[config.mk]
export PLATFORM = sky130hd
export DESIGN_NAME = wb_deserializer_out
export DESIGN_NICKNAME = d
export VERILOG_FILES = /design/src/rtl/wb_deserializer_out_pkg.sv /design/src/rtl/wb_deserializer_out_rx.sv /design/src/rtl/wb_deserializer_out.sv
export SDC_FILE = /design/constraint.sdc
export NUM_CORES = 1
export LEC_CHECK = 0
export ABC_AREA = 1
export BUFFER_PORTS_ARGS = -buffer_cell sky130_fd_sc_hd__clkbuf_2
export CORE_MARGIN = 2
export CORE_UTILIZATION = 59
export CTS_BUF_LIST = sky130_fd_sc_hd__clkbuf_8
export DETAILED_ROUTE_END_ITERATION = 12
export PLACE_DENSITY = 0.79
export SYNTH_ARGS = -nofsm -noshare
export SYNTH_HDL_FRONTEND = slang
export SYNTH_SLANG_ARGS = --single-unit
[constraint.sdc]
create_clock -name CLK_I -period 6.74 [get_ports CLK_I]
set_clock_uncertainty 0.15 [all_clocks]
set_input_delay 0.674 -clock CLK_I [delete_from_list [all_inputs] [get_ports CLK_I]]
set_output_delay 0.674 -clock CLK_I [all_outputs]
set_load 0.1 [all_outputs]
[src/rtl/wb_deserializer_out_pkg.sv]
// WBDeserializer: shared constants and types for the Wishbone serial-link receiver.
// Symbol and packet geometry, register addresses, STATUS and CTRL bit positions,
// and the receive FSM state type.
package WBDeserializer;
    localparam int SYM_W    = 9;
    localparam int NUM_SYMS = 3;
    localparam int PKT_W    = SYM_W * NUM_SYMS;

    localparam logic [1:0] ADR_CTRL   = 2'd0;
    localparam logic [1:0] ADR_STATUS = 2'd1;
    localparam logic [1:0] ADR_DATA   = 2'd2;
    localparam int         NUM_REGS   = 3;

    localparam int CTRL_EN  = 0;
    localparam int CTRL_CLR = 1;

    localparam int ST_OVF   = 31;
    localparam int ST_BUSY  = 6;
    localparam int ST_FULL  = 5;
    localparam int ST_EMPTY = 4;

    typedef enum logic [1:0] {
        IDLE  = 2'd0,
        SHIFT = 2'd1,
        PUSH  = 2'd2
    } rx_state_t;
endpackage

[src/rtl/wb_deserializer_out_rx.sv]
// deserializer_out: frames a start bit plus PKT_W data bits (MSB first) into one packet.
// Ports: clk_i/rst_i clock and async active-high reset; enable_i gates new start bits;
// data_i serial input; pkt_o assembled packet; pkt_valid_o one-cycle packet strobe;
// busy_o high while a frame is in flight.
module deserializer_out
    import WBDeserializer::*;
(
    input  logic             clk_i,
    input  logic             rst_i,
    input  logic             enable_i,
    input  logic             data_i,
    output logic [PKT_W-1:0] pkt_o,
    output logic             pkt_valid_o,
    output logic             busy_o
);
    localparam int CNT_W = $clog2(PKT_W);

    rx_state_t        r_state, w_next;
    logic [CNT_W-1:0] r_cnt;
    logic [PKT_W-1:0] r_shift;

    always_ff @(posedge clk_i or posedge rst_i) begin
        if (rst_i) begin
            r_state <= IDLE;
            r_cnt   <= '0;
            r_shift <= '0;
        end else begin
            r_state <= w_next;
            r_cnt   <= (r_state == SHIFT) ? r_cnt + 1'b1 : '0;
            if (r_state == SHIFT)
                r_shift <= {r_shift[PKT_W-2:0], data_i};
        end
    end

    // enable only gates the start bit; a frame already in SHIFT always completes
    always_comb begin
        w_next      = r_state;
        pkt_valid_o = r_state == PUSH;
        busy_o      = r_state != IDLE;
        unique case (r_state)
            IDLE:    w_next = (enable_i && data_i) ? SHIFT : IDLE;
            SHIFT:   w_next = (r_cnt == CNT_W'(PKT_W - 1)) ? PUSH : SHIFT;
            PUSH:    w_next = IDLE;
            default: w_next = IDLE;
        endcase
    end

    assign pkt_o = r_shift;
endmodule

[src/rtl/wb_deserializer_out.sv]
// wb_deserializer_out: Wishbone slave queuing packets received on the serial link.
// Ports: CLK_I/RST_I clock and async active-high reset; data_i serial input;
// irq_o FIFO not empty; busy_o frame in flight; CYC_I/STB_I/WE_I/ADR_I/DAT_I
// Wishbone request; ACK_O/ERR_O combinational responses; DAT_O read data.
module wb_deserializer_out
    import WBDeserializer::*;
#(
    parameter int FIFO_DEPTH = 4
)
(
    input  logic        CLK_I,
    input  logic        RST_I,
    input  logic        data_i,
    output logic        irq_o,
    output logic        busy_o,
    input  logic        CYC_I,
    input  logic        STB_I,
    input  logic        WE_I,
    input  logic [31:0] ADR_I,
    input  logic [31:0] DAT_I,
    output logic        ACK_O,
    output logic        ERR_O,
    output logic [31:0] DAT_O
);
    localparam int PTR_W = $clog2(FIFO_DEPTH);
    localparam int CNT_W = PTR_W + 1;

    logic [PKT_W-1:0] r_mem [FIFO_DEPTH];
    logic [PTR_W-1:0] r_wp, r_rp;
    logic [CNT_W-1:0] r_cnt;
    logic             r_enable, r_ovf;

    logic [PKT_W-1:0] w_pkt;
    logic             w_pkt_valid, w_busy;
    logic             w_empty, w_full, w_sel, w_ok, w_pop, w_push, w_drop, w_ctrl_wr;
    logic [1:0]       w_adr;
    logic [31:0]      w_status;
    logic             w_unused;

    deserializer_out u_rx (
        .clk_i       (CLK_I),
        .rst_i       (RST_I),
        .enable_i    (r_enable),
        .data_i      (data_i),
        .pkt_o       (w_pkt),
        .pkt_valid_o (w_pkt_valid),
        .busy_o      (w_busy)
    );

    assign w_unused = ^{ADR_I[31:2], DAT_I[31:2]};

    assign w_adr     = ADR_I[1:0];
    assign w_empty   = r_cnt == '0;
    assign w_full    = r_cnt == CNT_W'(FIFO_DEPTH);
    assign w_sel     = CYC_I & STB_I;
    assign w_ok      = (w_adr == ADR_CTRL) ||
                       (!WE_I && (w_adr == ADR_STATUS || (w_adr == ADR_DATA && !w_empty)));
    assign ACK_O     = w_sel & w_ok;
    assign ERR_O     = w_sel & !w_ok;
    assign w_pop     = ACK_O & !WE_I & (w_adr == ADR_DATA);
    // a pop in the PUSH cycle frees the slot, so a full FIFO still accepts the frame
    assign w_push    = w_pkt_valid & (!w_full | w_pop);
    assign w_drop    = w_pkt_valid & w_full & !w_pop;
    assign w_ctrl_wr = ACK_O & WE_I & (w_adr == ADR_CTRL);
    assign irq_o     = !w_empty;
    assign busy_o    = w_busy;

    always_comb begin
        w_status            = '0;
        w_status[ST_OVF]    = r_ovf;
        w_status[ST_BUSY]   = w_busy;
        w_status[ST_FULL]   = w_full;
        w_status[ST_EMPTY]  = w_empty;
        w_status[CNT_W-1:0] = r_cnt;
    end

    assign DAT_O = (ACK_O && !WE_I) ?
                   (w_adr == ADR_CTRL   ? 32'(r_enable) :
                    w_adr == ADR_STATUS ? w_status      : 32'(r_mem[r_rp])) : '0;

    always_ff @(posedge CLK_I or posedge RST_I) begin
        if (RST_I) begin
            r_enable <= 1'b0;
            r_ovf    <= 1'b0;
            r_wp     <= '0;
            r_rp     <= '0;
            r_cnt    <= '0;
        end else begin
            if (w_ctrl_wr)
                r_enable <= DAT_I[CTRL_EN];
            // a drop in the same cycle as a clear leaves overflow set
            if (w_drop)
                r_ovf <= 1'b1;
            else if (w_ctrl_wr && DAT_I[CTRL_CLR])
                r_ovf <= 1'b0;
            if (w_push)
                r_wp <= r_wp + 1'b1;
            if (w_pop)
                r_rp <= r_rp + 1'b1;
            r_cnt <= r_cnt + CNT_W'(w_push) - CNT_W'(w_pop);
        end
    end

    always_ff @(posedge CLK_I or posedge RST_I) begin
        if (RST_I) begin
            for (int i = 0; i < FIFO_DEPTH; i++)
                r_mem[i] <= '0;
        end else if (w_push) begin
            r_mem[r_wp] <= w_pkt;
        end
    end
endmodule

== Word level (Yosys, flattened, before mapping) ==
Cells that the tools add are included.
Storage, ports and cells
  logic and storage cells: 72
  input bits: 70
  output and inout port bits: 36
  register bits: 151
Operators by class
  $lt $le $gt $ge: 3
  equality and inequality tests: 6
  add/subtract/negate cells: 5
  mux-type cells: 15
  reductions and logical operators: 18
  bitwise logic cells: 13
Operator list (number)
  108-bit bitwise mux: 1
  32-bit two-way mux: 3
  27-bit two-way mux: 3
  27-bit binary-select mux with 2-bit select: 1
  27-bit demux with 2-bit select: 1
  1-bit bitwise AND: 10
  3-bit greater-or-equal comparator (second input constant): 2
  1-bit logical AND: 6
  2-bit inverter with 3-bit output: 2
  5-bit by 1-bit adder with 5-bit output (second input constant): 1
  5-bit equality test (second input constant): 1
  1-bit zero test: 5
  5-bit two-way mux: 1
  2-bit by 1-bit adder with 2-bit output (second input constant): 2
  2-bit by 1-bit equality test with 1-bit output (second input constant): 2
  2-bit equality test (second input constant): 2
  2-bit zero test: 2
  2-bit case mux with 2 select lines: 1
  2-bit nonzero test: 2
  3-bit by 1-bit adder with 3-bit output: 1
  3-bit equality test (second input constant): 1
  3-bit zero test: 1
  3-bit by 1-bit less-than comparator with 1-bit output (second input constant): 1
  1-bit two-way mux: 3
  4 further kinds: 5

== Longest topological paths before layout ==
Gate-level depths: netlist of the first run.
  depth after elaboration: 13
  depth in mapped cells: 14
  gate-level depth less buffers: 13

== Hierarchy ==
From an unflattened synthesis of the first run, not the netlist that was laid out.
Unflattened totals
  cells, all modules: 907
  area, all modules: 7469.7 um^2
Modules (own cells, without submodules)
  wb_deserializer_out: sequential area each 2927.8 um^2, area each 6084.6 um^2, times used 1, cells an instance 766
  deserializer_out: sequential area each 850.8 um^2, area each 1385.1 um^2, times used 1, cells an instance 141

== Worst setup path before layout of the first run ==
No wires, ideal clock.
  path type: register to output
  start point: register r_cnt[0]
  end point: output port DAT_O[1]
  arrival: 4.962 ns
  cell stages (with the launch flop): 9
  buffers on the path: 0
  slack: 0.954 ns
  required time: 5.916 ns
  cells stage by stage: dfrtp_1 > nor2_1 > nand2_2 > nand2_1 > nand2_1 > nand2_1 > nor2_1 > nand3_1 > o21ai_0
Between the ends
  cells in the longest elaborated chain, start to end: 9
Ends and longest elaborated chain
  start, declared: RTL line wb_deserializer_out.sv:30  | logic [CNT_W-1:0] r_cnt;
  start signal, assigned: RTL line wb_deserializer_out.sv:100  | r_cnt <= r_cnt + CNT_W'(w_push) - CNT_W'(w_pop);
  3-bit zero test: RTL line wb_deserializer_out.sv:53  | assign w_empty = r_cnt == '0;
  1-bit zero test
  net irq_o: RTL line wb_deserializer_out.sv:14  | output logic irq_o,
  1-bit logical AND: RTL line wb_deserializer_out.sv:57  | (!WE_I && (w_adr == ADR_STATUS || (w_adr == ADR_DATA && !w_empty)));
  1-bit logical OR: RTL line wb_deserializer_out.sv:57
  1-bit logical AND: RTL line wb_deserializer_out.sv:57
  1-bit logical OR: RTL line wb_deserializer_out.sv:56  | assign w_ok = (w_adr == ADR_CTRL) ||
  1-bit bitwise AND: RTL line wb_deserializer_out.sv:58  | assign ACK_O = w_sel & w_ok;
  net ACK_O: RTL line wb_deserializer_out.sv:21  | output logic ACK_O,
  1-bit logical AND: RTL line wb_deserializer_out.sv:77  | assign DAT_O = (ACK_O && !WE_I) ?
  32-bit two-way mux: RTL line wb_deserializer_out.sv:77
  end, declared: RTL line wb_deserializer_out.sv:23  | output logic [31:0] DAT_O
The timed path passes the listed nets, and every way through them passes these cells.

== Worst setup path after layout of the first run ==
  start point: register r_rp[0]
  end point: output port DAT_O[20]
Between the ends
  cells in the longest elaborated chain, start to end: 7
Ends and longest elaborated chain
  start, declared: RTL line wb_deserializer_out.sv:29  | logic [PTR_W-1:0] r_wp, r_rp;
  start signal, assigned: RTL line wb_deserializer_out.sv:99  | r_rp <= r_rp + 1'b1;
  2-bit inverter with 3-bit output (implied by the code): RTL line wb_deserializer_out.sv:79  | w_adr == ADR_STATUS ? w_status : 32'(r_mem[r_rp])) : '0;
  27-bit binary-select mux with 2-bit select: RTL line wb_deserializer_out.sv:79
  27-bit two-way mux (implied by the code) (2 in series): RTL line wb_deserializer_out.sv:79
  32-bit two-way mux: RTL line wb_deserializer_out.sv:79
  32-bit two-way mux: RTL line wb_deserializer_out.sv:78  | (w_adr == ADR_CTRL ? 32'(r_enable) :
  32-bit two-way mux: RTL line wb_deserializer_out.sv:77
No other way between the ends. The select of a mux whose other input is x is not followed.

==> PnR_summary.wiki, run 1 <==
{| class="wikitable"
! Metric !! Value
|-
| Outcome || completed
|-
| Ratio of routed vias to standard cells || 5.775
|-
| Total via count after detailed routing || 6260
|-
| Sum of internal, switching and leakage power || between 2 and 3 mW
|-
| Number of sinks driven by the clock tree || 151
|-
| CP endpoint kind || primary output
|-
| Share of the clock period used by the worst path || 0.6291
|-
| Die width || 115.7 µm
|-
| Total DRC errors in the routed layout || 0
|-
| Startpoint of the lowest-slack register-to-register path || u_rx.r_state[0]
|-
| Antenna violations before repair || 0
|-
| Global-route wire length before repair || 29040 µm
|-
| Area growth from synthesis to layout || 7.875%
|-
| Fraction of layout instances using a drive strength above 1 || 0.1114
|-
| TritonCTS clock tree || yes
|-
| Die outline area || 13380 µm²
|-
| Peak supply drop || approximately 0.00027 V
|-
| Total length of routed wires || 17470 µm
|-
| Number of nets in the layout || slightly below 1000
|-
| Total CTS buffers || 17
|-
| Diode insertion count for antenna repair || 0
|-
| Category of the critical setup timing path || flop to primary output
|-
| CTS Buffer Depth || 2
|-
| Total power density per cell area || about 370 nW/µm²
|-
| Data arrival time of the critical path || 3420 ps
|-
| Commonest non-fill, non-tap cell in the layout || nand2_1
|-
| Slack of the worst reg-to-reg path || ~3800 ps
|-
| Maximum clock rate || 235.8 MHz
|-
| Clock root buffer || clkbuf_8
|-
| Instance count of the mapped netlist || 900
|-
| Buffer and inverter count on the worst path || 4
|-
| Detailed placer's ending HPWL || 9447 µm
|-
| Worst Max-Slew Pin Slew || 1000 ps
|-
| Source of the critical timing path || r_rp[0]
|-
| Series of cell instances along the critical path || buf_4 -> clkinv_1 -> buf_4 -> o21ai_0 -> a21oi_1 -> clkbuf_2
|-
| Vertical die dimension || 115.7 µm
|-
| Final setup vio count || 0
|-
| Final hold violation count || 0
|-
| Fin. max-slew vios || 0
|-
| Sum of overflow across all layers after global routing || 0
|-
| Effective utilization at floorplan || 0.6073
|-
| Leak pwr || 4.051 nW
|-
| Maximum number of pins on one net before global-route repair || 82
|-
| Cell with the largest stage delay on the worst path || clkinv_1
|-
| Top delay family on crit path || buffers and inverters
|-
| Post-synthesis instance area || 7356 µm²
|-
| Maximum fanout count along the critical path || 57
|-
| Register bit total from synthesis || 151
|-
| Fillers || 1083
|-
| RSZ-0062 raised after global routing || no
|-
| Core region area || 12110 µm²
|-
| Final Wtd Congestion || ~0.75
|-
| Std cell rows || 40
|-
| Seq/Total Area, Yosys || 0.5137
|-
| Vias in the first global route || 5910
|-
| Largest stage delay on the critical path || 790 ps
|-
| Number of detailed-route iterations in the first pass || 6
|-
| Required time worst endpoint || 5920 ps
|-
| Source-to-sink clock delay at the later pin of the worst-skew pair || between 400 and 500 ps
|-
| Detailed Route Iter0 Violations || 650
|-
| Antenna violation net count after detailed routing || 0
|-
| Post-CTS sizing || 0
|-
| Cell type with the highest occurrence count on the critical path || buf_4
|-
| Buffers inserted by post-CTS timing repair || 0
|-
| Number of distinct standard cells referenced by the synthesized netlist || 32
|-
| Final period demand of the worst path || 4240 ps
|-
| Post-detailed-route wirelength per cell || ~16 µm
|-
| Worst min-delay path category || input port to asynchronous set/reset pin
|-
| CTS Hold Bufs || 0
|-
| Io pins || 106
|-
| Max Cap Violations || 0
|-
| Sum of negative setup slack || 0 ps
|-
| Htree depth || 4
|-
| Slew Limit Headroom || 0.3331
|-
| Mean cell area of the mapped netlist || 8.173 µm²
|-
| Clock slew at the register clock pins of the worst setup and hold paths || 80 ps
|-
| Most used cells in the layout excluding fill and tap cells || nand2_1, dfrtp_1, nor2_1
|-
| Count of input and output buffers || 41
|-
| Total of warnings raised by yosys || 0
|-
| Startpoint types || flop
|-
| Global routing usage summed across all routing layers || 0.2806
|}
state kept, by name, summed over array words and instances, names as in the netlist:
signal and cells:
r_mem 108, u_rx.pkt_o 27, u_rx.r_cnt 5, r_cnt 3
r_rp 2, r_wp 2, u_rx.r_state 2, r_enable 1
r_ovf 1
metal layers:
metal / vias to the layer above / part of all wire / GRT usage
li1: 2998 / - / -
met1: 3047 / 0.45 / 0.3785
met2: 193 / 0.48 / 0.4643
met3: 22 / 0.057 / 0.04079
met4: 0 / 0.016 / 0.1087
met5: - / 0 / 0
per-stage QoR:
step	instances	util	hold WS [ps]	setup WS, ps	cell area [µm²]
after floorplan	903	-	286.6	954.0	7367
after global placement	1052	0.6193	297.7	3072	7501
after detailed placement	1052	0.6193	302.9	3038	7501
after CTS	1084	0.6552	158.2	2527	7935
after global routing	1084	0.6552	199.0	2341	7935
final	1084	0.6552	138.0	2500	7935
path summary, 6_finish.rpt:
path,endpoint,cells after the start
worst max-delay path,DAT_O[20],6
worst min-delay path,u_rx.r_cnt[2],2
worst max register to register,r_mem[105],5
worst min register to register,r_mem[68],2
max in group asynchronous,r_rp[0],3
min in group CLK_I,r_enable,3
cells in the mapped netlist:
master,number,area (µm²)
nand2_1,264,991.0
dfrtp_1,151,3779
nor2_1,118,442.9
nand4_1,108,675.7
o21ai_0,73,365.4
clkbuf_1,42,157.7
a21oi_1,36,180.2
inv_1,28,105.1
buf_6,10,112.6
buf_2,8,40.04
ha_1,7,87.58
buf_1,6,22.52
o22ai_1,6,37.54
buf_4,5,37.54
inv_2,5,18.77
nand3_1,5,25.02
nand3_4,4,70.07
nand2_2,3,18.77
xor2_1,3,26.28
clkinv_1,2,7.510
nor2_2,2,12.51
nor3_1,2,10.01
nor3b_1,2,15.01
nor4_1,2,12.51
buf_8,1,15.01
conb_1,1,3.750
fa_1,1,20.02
mux2_2,1,11.26
nand4_4,1,21.27
o21bai_4,1,18.77
or2_2,1,6.260
xnor2_1,1,8.760
worst register-to-register path, stage by stage, from the launching register on:
cell and delay [ps]:
dfrtp_1 430, nor2_4 740, buf_4 790, nand3_4 480
nand2_1 220, nand2_1 80
report_power, final:
group          leakage, nW  switching [mW]  internal [mW]
combinational         1.85           0.678          0.249
clock                0.237           0.329          0.426
sequential            1.96           0.184           1.07
total                 4.05            1.19           1.74
cells by family after synthesis:
group	after synthesis	synth area share
AO/OA/AOI/OAI	116	0.08182
XOR/XNOR	4	0.004764
adder cells (fa/ha/maj)	8	0.01463
buffers and inverters	107	0.07025
flip-flops	151	0.5137
multiplexers	1	0.001531
other	1	0.0005098
AND/OR/NAND/NOR	512	0.3128
area by class of cell:
cell class / instances / area (µm²) / area share
clock buffer: 20 / 275.3 / 0.03469
clock inverter: 12 / 158.9 / 0.02003
inverter: 35 / 136.4 / 0.01719
multi-input combinational: 645 / 3079 / 0.3880
sequential: 151 / 3780 / 0.4763
tap: 168 / 210.2 / 0.02649
timing repair buffer: 53 / 295.3 / 0.03721
Power figures use the tool's default switching activity.
==> inputs of run 2 (changes only) <==
- ABC_AREA: 1 -> 0
- clock period: 6.74 -> 4.4 ns (I/O delays scaled with it)
==> PnR_summary.wiki, run 2 <==
{| class="wikitable"
! Metric !! Value
|-
| Top cell type's share of synthesized area || 0.5254 (+0.01171)
|-
| Fraction of layout instances using a drive strength above 1 || 0.5030 (+0.3916)
|-
| Most instantiated library cell after synthesis || dfrtp_1
|-
| Register bit total from synthesis || 151 (unchanged)
|-
| Maximum clock rate || 301.4 MHz
|-
| Global-route wire length before repair || 21260 µm (-27%)
|-
| Clock power frac || 0.291 (+0.033)
|-
| Peak supply drop || 0.0002566 V (-3.9%)
|-
| Std cell rows || 40 (unchanged)
|-
| Count of input and output buffers || 41 (unchanged)
|-
| Detailed Route Iter0 Violations || 140 (-78%)
|-
| Seq/Total Area, Yosys || 0.5254 (+0.01171)
|-
| RSZ-0062 raised after global routing || no
|-
| Startpoint types || flop
|-
| Fillers || 832 (-23%)
|-
| Worst Max-Slew Pin Slew || 846.3 ps (-154.0 ps)
|-
| Most used cells in the layout excluding fill and tap cells || dfrtp_1, mux2_2, mux2_4
|-
| Highest routing layer actually used || met4
|-
| Vias in the first global route || 3981 (-33%)
|-
| Htree depth || 4 (unchanged)
|-
| Sum of overflow across all layers after global routing || 0 (unchanged)
|-
| Required time worst endpoint || 3810 ps (-2110 ps)
|-
| Detailed placer's ending HPWL || 7521 µm (-20%)
|-
| Sum of internal, switching and leakage power || 4.179 mW (+43%)
|-
| Share of synthesized flip-flops with an asynchronous set or reset || 1.000 (unchanged)
|-
| Total of warnings raised by yosys || 0 (unchanged)
|-
| Commonest non-fill, non-tap cell in the layout || dfrtp_1
|-
| Total CTS buffers || 17 (unchanged)
|-
| Data arrival time of the critical path || 2730 ps (-690 ps)
|-
| Final period demand of the worst path || 3318 ps
|-
| Total length of routed wires || 12860 µm (-26%)
|-
| Final instance area || 7946 µm² (+0.14%)
|-
| Synth top area cells || dfrtp_1, mux2_4, mux2_2, mux4_2, and2_1
|-
| Global routing usage summed across all routing layers || 0.2160 (-0.06458)
|-
| Final Wtd Congestion || 0.7730 (+3.2%)
|-
| Category of the critical setup timing path || flop to primary output
|-
| Die outline area || 13090 µm² (-2.2%)
|-
| Sum of negative setup slack || 0 ps (unchanged)
|-
| Ratio of routed vias to standard cells || 5.858 (+1.4%)
|-
| Sequential power share || 0.478 (+0.052)
|-
| Clock slew at the register clock pins of the worst setup and hold paths || 70 ps (about the same)
|-
| Effective utilization at floorplan || 0.6013 (-0.006079)
|-
| Max FFs per register || 108 (unchanged)
|-
| Leading post-synthesis cells by instance count || dfrtp_1, mux2_2, mux2_4
|-
| Clock root buffer || clkbuf_8
|-
| Final setup vio count || 0 (unchanged)
|-
| Share of the clock period used by the worst path || 0.7542
|-
| CTS Hold Bufs || 0 (unchanged)
|-
| Total power density per cell area || 525.8 nW/µm² (+42%)
|-
| Mean cell area of the mapped netlist || 15.91 µm² (+95%)
|-
| Post-CTS sizing || 0 (unchanged)
|-
| Area growth from synthesis to layout || 10.49%
|-
| Sw Pwr || 1.318 mW (+11%)
|-
| Ys flop type || dfrtp_1
|-
| Max Cap Violations || 0 (unchanged)
|-
| TritonCTS clock tree || yes
|-
| Placed cell count || 622 (-41%)
|-
| Total via count after detailed routing || 3831 (-39%)
|-
| CTS Buffer Depth || 2 (unchanged)
|-
| Maximum number of pins on one net before global-route repair || 152 (+85%)
|-
| Met2 WL post-DR || 6465 µm (-23%)
|-
| Antenna violations before repair || 0 (unchanged)
|-
| Instance area after placement || 7480 µm² (-0.28%)
|-
| Library cell occupying the most area in the post-synthesis netlist || dfrtp_1
|-
| Maximum fanout count along the critical path || 24 (-58%)
|-
| Post-detailed-route wirelength per cell || 19.67 µm (+22%)
|-
| Design internal power || 2.861 mW (+64%)
|-
| Register ranked first by flip-flop count || r_mem
|-
| Count of flip-flops with a built-in enable after synthesis || 0 (unchanged)
|-
| Area of all sequential standard cells || 3780 µm² (unchanged)
|-
| Post-Route M1 WL || 5922 µm (-24%)
|-
| Combinational share of power || 0.231 (-0.085)
|-
| Worst min-delay path category || input port to asynchronous set/reset pin
|-
| Source-to-sink clock delay at the later pin of the worst-skew pair || 450 ps (about the same)
|-
| Diode insertion count for antenna repair || 0 (unchanged)
|-
| Io pins || 106 (unchanged)
|-
| Slew Limit Headroom || 0.4358 (+0.1027)
|-
| Final instance count without filler cells || 654 (-40%)
|-
| CP endpoint kind || primary output
|-
| Number of detailed-route iterations in the first pass || 4 (-2)
|-
| Outcome || completed
|-
| Final hold violation count || 0 (unchanged)
|-
| Routed wire length on met3 || 278 µm (-72%)
|-
| Fin. max-slew vios || 0 (unchanged)
|-
| Number of distinct standard cells referenced by the synthesized netlist || 40 (+25%)
|-
| Switching Fraction || 0.3153 (-0.09085)
|-
| Vertical die dimension || 114.4 µm (-1.1%)
|-
| Antenna violation net count after detailed routing || 0 (unchanged)
|-
| Leak pwr || 3.687 nW (-9.0%)
|-
| Total DRC errors in the routed layout || 0 (unchanged)
|-
| Die width || 114.4 µm (-1.1%)
|-
| Core region area || 11960 µm² (-1.2%)
|-
| Instance count of the mapped netlist || 452 (-50%)
|-
| Buffers inserted by post-CTS timing repair || 0 (unchanged)
|-
| Number of sinks driven by the clock tree || 151 (unchanged)
|-
| Post-synthesis instance area || 7192 µm² (-2.2%)
|-
| Multi-input combinational cell area || 3186 µm² (+3.5%)
|-
| Number of nets in the layout || 572 (-42%)
|}
-- run 2: kinds of logic (layout without fill, tap and decap cells) --
logic type | after synthesis | in the layout | synth area share
xor gates and xnor gates | 8 | 8 | 0.009742
DFF | 151 | 151 | 0.5254
muxes | 166 | 166 | 0.3339
buffers and inverters | 41 | 93 | 0.03323
other | 1 | 4 | 0.0005214
AOI/OAI and AO/OA | 16 | 16 | 0.02871
adders and majority gates | 8 | 8 | 0.01496
and+or+nand+nor | 61 | 61 | 0.05358
-- run 2: area by class of cell --
type,count,area share
Tap cell,147,0.02315
Multi-Input combinational cell,263,0.4009
Clock inverter,10,0.02063
Sequential cell,151,0.4757
Clock buffer,22,0.03810
Timing Repair Buffer,50,0.03590
Inverter,11,0.005668
-- run 2: power groups by stage --
stage | combinational [mW] | clock (mW) | sequential, mW
final | 0.965 | 1.21 | 2.00
after CTS | 0.978 | 1.24 | 2.00
after detailed placement | 0.974 | 0 | 2.02
after global routing | 1.03 | 1.30 | 2.05
after global placement | 0.945 | 0 | 2.00
after floorplan | 0.911 | 0 | 1.84
-- run 2: final timing paths --
path | cells after the start | slack, ps | to | start
setup / recovery | 4 | 1080 | DAT_O[3] | r_rp[0]
hold / removal | 3 | 10 | r_mem[57] | RST_I
setup reg to reg | 8 | 1770 | r_cnt[2] | r_cnt[0]
hold reg to reg | 1 | 330 | u_rx.r_cnt[0] | u_rx.r_cnt[0]
max in group asynchronous | 3 | 3470 | u_rx.pkt_o[18] | RST_I
min in group CLK_I | 2 | 80 | r_enable | DAT_I[0]
-- run 2: per-layer routing --
layer,track usage,vias up
met4,0.08537,0
met3,0.04235,14
met5,0,-
met2,0.3341,47
li1,-,1715
met1,0.3053,2055
-- run 2: worst max-delay path, stage by stage, from the launching register on --
cell	delay, ps
dfrtp_2	920
buf_4	320
mux4_2	510
and2_1	170
clkbuf_2	360
-- run 2: per-stage QoR --
stage	hold WS, ps	util	worst slack (ps)
2_1_floorplan	303.6	-	718.9
3_3_place_gp	316.4	0.6253	1435
3_5_place_dp	333.4	0.6253	1415
4_1_cts	55.42	0.6643	966.6
5_1_grt	69.03	0.6643	874.0
6_report	13.93	0.6643	1082
==> inputs of run 3 (changes only) <==
- clock period: 4.4 -> 3.4 ns (I/O delays scaled with it)
==> PnR_summary.wiki, run 3 (synthesis gave the netlist of run 2 again) <==
{| class="wikitable"
! Metric !! Value
|-
| Outcome || completed
|-
| Fin. max-slew vios || 0 (unchanged)
|-
| Total DRC errors in the routed layout || 0 (unchanged)
|-
| Switching Fraction || 0.3237 (+0.008426)
|-
| Final Wtd Congestion || 0.7281 (-5.8%)
|-
| Clock root buffer || clkbuf_8
|-
| Sum of internal, switching and leakage power || 5.362 mW (+28%)
|-
| Number of nets in the layout || 581 (+1.6%)
|-
| Clock power frac || 0.272 (-0.019)
|-
| Final hold violation count || 0 (unchanged)
|-
| Fraction of layout instances using a drive strength above 1 || 0.5039 (+0.0009174)
|-
| Largest stage delay on the critical path || 450 ps (-470 ps)
|-
| Reg-to-Reg End || r_cnt[2]
|-
| Maximum clock rate || 343.9 MHz
|-
| Diode insertion count for antenna repair || 0 (unchanged)
|-
| Maximum number of pins on one net before global-route repair || 65 (-57%)
|-
| Antenna violation net count after detailed routing || 0 (unchanged)
|-
| Startpoint types || flop
|-
| Number of detailed-route iterations in the first pass || 4 (unchanged)
|-
| Design internal power || 3.626 mW (+27%)
|-
| Post-detailed-route wirelength per cell || 20.14 µm (+2.4%)
|-
| Top delay family on crit path || buffers and inverters
|-
| Total CTS buffers || 17 (unchanged)
|-
| Commonest non-fill, non-tap cell in the layout || dfrtp_1
|-
| Sw Pwr || 1.736 mW (+32%)
|-
| Buffers inserted by post-CTS timing repair || 0 (unchanged)
|-
| Effective utilization at floorplan || 0.6013 (unchanged)
|-
| Worst hold path depth || 4
|-
| Max Cap Violations || 0 (unchanged)
|-
| Sequential power share || 0.470 (-0.008)
|-
| Clock slew at the register clock pins of the worst setup and hold paths || 80 ps (about the same)
|-
| Source-to-sink clock delay at the later pin of the worst-skew pair || 460 ps (about the same)
|-
| Worst min-delay path category || input port to flop
|-
| Detailed Route Iter0 Violations || 196 (+40%)
|-
| Instance area after placement || 7535 µm² (+0.74%)
|-
| Vertical die dimension || 114.4 µm (unchanged)
|-
| Data arrival time of the critical path || 2420 ps (-310 ps)
|-
| Global routing usage summed across all routing layers || 0.2307 (+0.01462)
|-
| Global-route wire length before repair || 22600 µm (+6.3%)
|-
| Source of the worst hold timing path || ADR_I[0]
|-
| Max FFs per register || 108 (unchanged)
|-
| Endpoint, Worst Hold || r_rp[0]
|-
| Peak supply drop || 0.0005194 V (+100%)
|-
| Worst Max-Slew Pin Slew || 683.5 ps (-162.9 ps)
|-
| Htree depth || 4 (unchanged)
|-
| Buffer and inverter count on the worst path || 3 (+1)
|-
| Slack of the worst reg-to-reg path || 740 ps (-1030 ps)
|-
| Post-CTS sizing || 0 (unchanged)
|-
| Leak pwr || 3.710 nW (+0.62%)
|-
| Std cell rows || 40 (unchanged)
|-
| Final instance area || 7994 µm² (+0.60%)
|-
| Total length of routed wires || 13350 µm (+3.8%)
|-
| Slew Limit Headroom || 0.5434 (+0.1076)
|-
| Final period demand of the worst path || 2908 ps
|-
| Sum of overflow across all layers after global routing || 0 (unchanged)
|-
| CP endpoint kind || primary output
|-
| Vias in the first global route || 4236 (+6.4%)
|-
| Share of the clock period used by the worst path || 0.8553
|-
| Antenna violations before repair || 0 (unchanged)
|-
| Series of cell instances along the critical path || nor3_1 -> inv_1 -> and3_1 -> buf_4 -> a22o_1 -> clkbuf_2
|-
| Ratio of routed vias to standard cells || 5.910 (+0.88%)
|-
| Sum of negative setup slack || 0 ps (unchanged)
|-
| Maximum fanout count along the critical path || 14 (-42%)
|-
| Io pins || 106 (unchanged)
|-
| Required time worst endpoint || 2910 ps (-900 ps)
|-
| Area growth from synthesis to layout || 11.15%
|-
| Logic depth of the worst register-to-register path || 8 (unchanged)
|-
| Register ranked first by flip-flop count || r_mem
|-
| Total power density per cell area || 670.8 nW/µm² (+28%)
|-
| Cell with the largest stage delay on the worst path || dfrtp_1
|-
| Core region area || 11960 µm² (unchanged)
|-
| Detailed placer's ending HPWL || 8257 µm (+9.8%)
|-
| CTS Buffer Depth || 2 (unchanged)
|-
| Number of sinks driven by the clock tree || 151 (unchanged)
|-
| CTS Hold Bufs || 4 (+4)
|-
| TritonCTS clock tree || yes
|-
| Die width || 114.4 µm (unchanged)
|-
| Most used cells in the layout excluding fill and tap cells || dfrtp_1, mux2_2, mux2_4
|-
| RSZ-0062 raised after global routing || no
|-
| Fillers || 826 (-0.72%)
|-
| Count of input and output buffers || 41 (unchanged)
|-
| Die outline area || 13090 µm² (unchanged)
|-
| Category of the critical setup timing path || flop to primary output
|-
| Startpoint of the lowest-slack register-to-register path || r_cnt[0]
|-
| Final setup vio count || 0 (unchanged)
|-
| Combinational share of power || 0.258 (+0.027)
|-
| Total via count after detailed routing || 3918 (+2.3%)
|}
run 3: area by class of cell:
| cell class | instances | area (µm²) | share of cell area |
|---|---|---|---|
| inverter | 11 | 45.04 | 0.005635 |
| multi-input combinational | 263 | 3191 | 0.3991 |
| sequential | 151 | 3780 | 0.4728 |
| timing repair buffer | 59 | 375.4 | 0.04696 |
| clock inverter | 15 | 185.2 | 0.02316 |
| clock buffer | 17 | 234.0 | 0.02927 |
| tap | 147 | 183.9 | 0.02301 |
run 3: power groups by stage:
stage	Sequential, mW	Clock (mW)	Combinational, mW
finish	2.52	1.46	1.38
global placement	2.51	0	1.35
global route	2.58	1.58	1.50
CTS	2.52	1.50	1.41
floorplan	2.38	0	1.18
detailed placement	2.55	0	1.40
run 3: how the worst max path moves through the flow:
stage / startpoint / endpoint / slack, ps / cells after the start
CTS: r_cnt[0] / DAT_O[6] / 450 / 6
finish: r_cnt[0] / DAT_O[6] / 490 / 6
global route: r_cnt[0] / DAT_O[6] / 350 / 6
global placement: r_cnt[0] / r_cnt[2] / 910 / 8
floorplan: r_cnt[1] / DAT_O[19] / 340 / 6
detailed placement: r_cnt[0] / r_cnt[2] / 740 / 8
run 3: tightest hold or removal path, stage by stage:
cell and delay, ps:
clkbuf_2 150, nor2b_1 100, nand3_1 140, xnor2_1 70
run 3: per-stage QoR:
step / cells / setup WS, ps / hold slack [ps] / util
floorplan: 455 / 344.2 / 303.6 / -
global placement: 627 / 910.0 / 165.5 / 0.6299
detailed placement: 627 / 741.9 / 171.5 / 0.6299
CTS: 663 / 445.9 / 193.7 / 0.6683
global route: 663 / 353.4 / 231.8 / 0.6683
finish: 663 / 492.0 / 224.8 / 0.6683
run 3: routing by layer:
layer / global-route usage / vias to the layer above / routed length, µm
met2: 0.3586 / 58 / 6728
met5: 0 / - / 0
met3: 0.05717 / 19 / 379
met1: 0.3132 / 2109 / 5993
met4: 0.09756 / 0 / 251
li1: - / 1732 / -
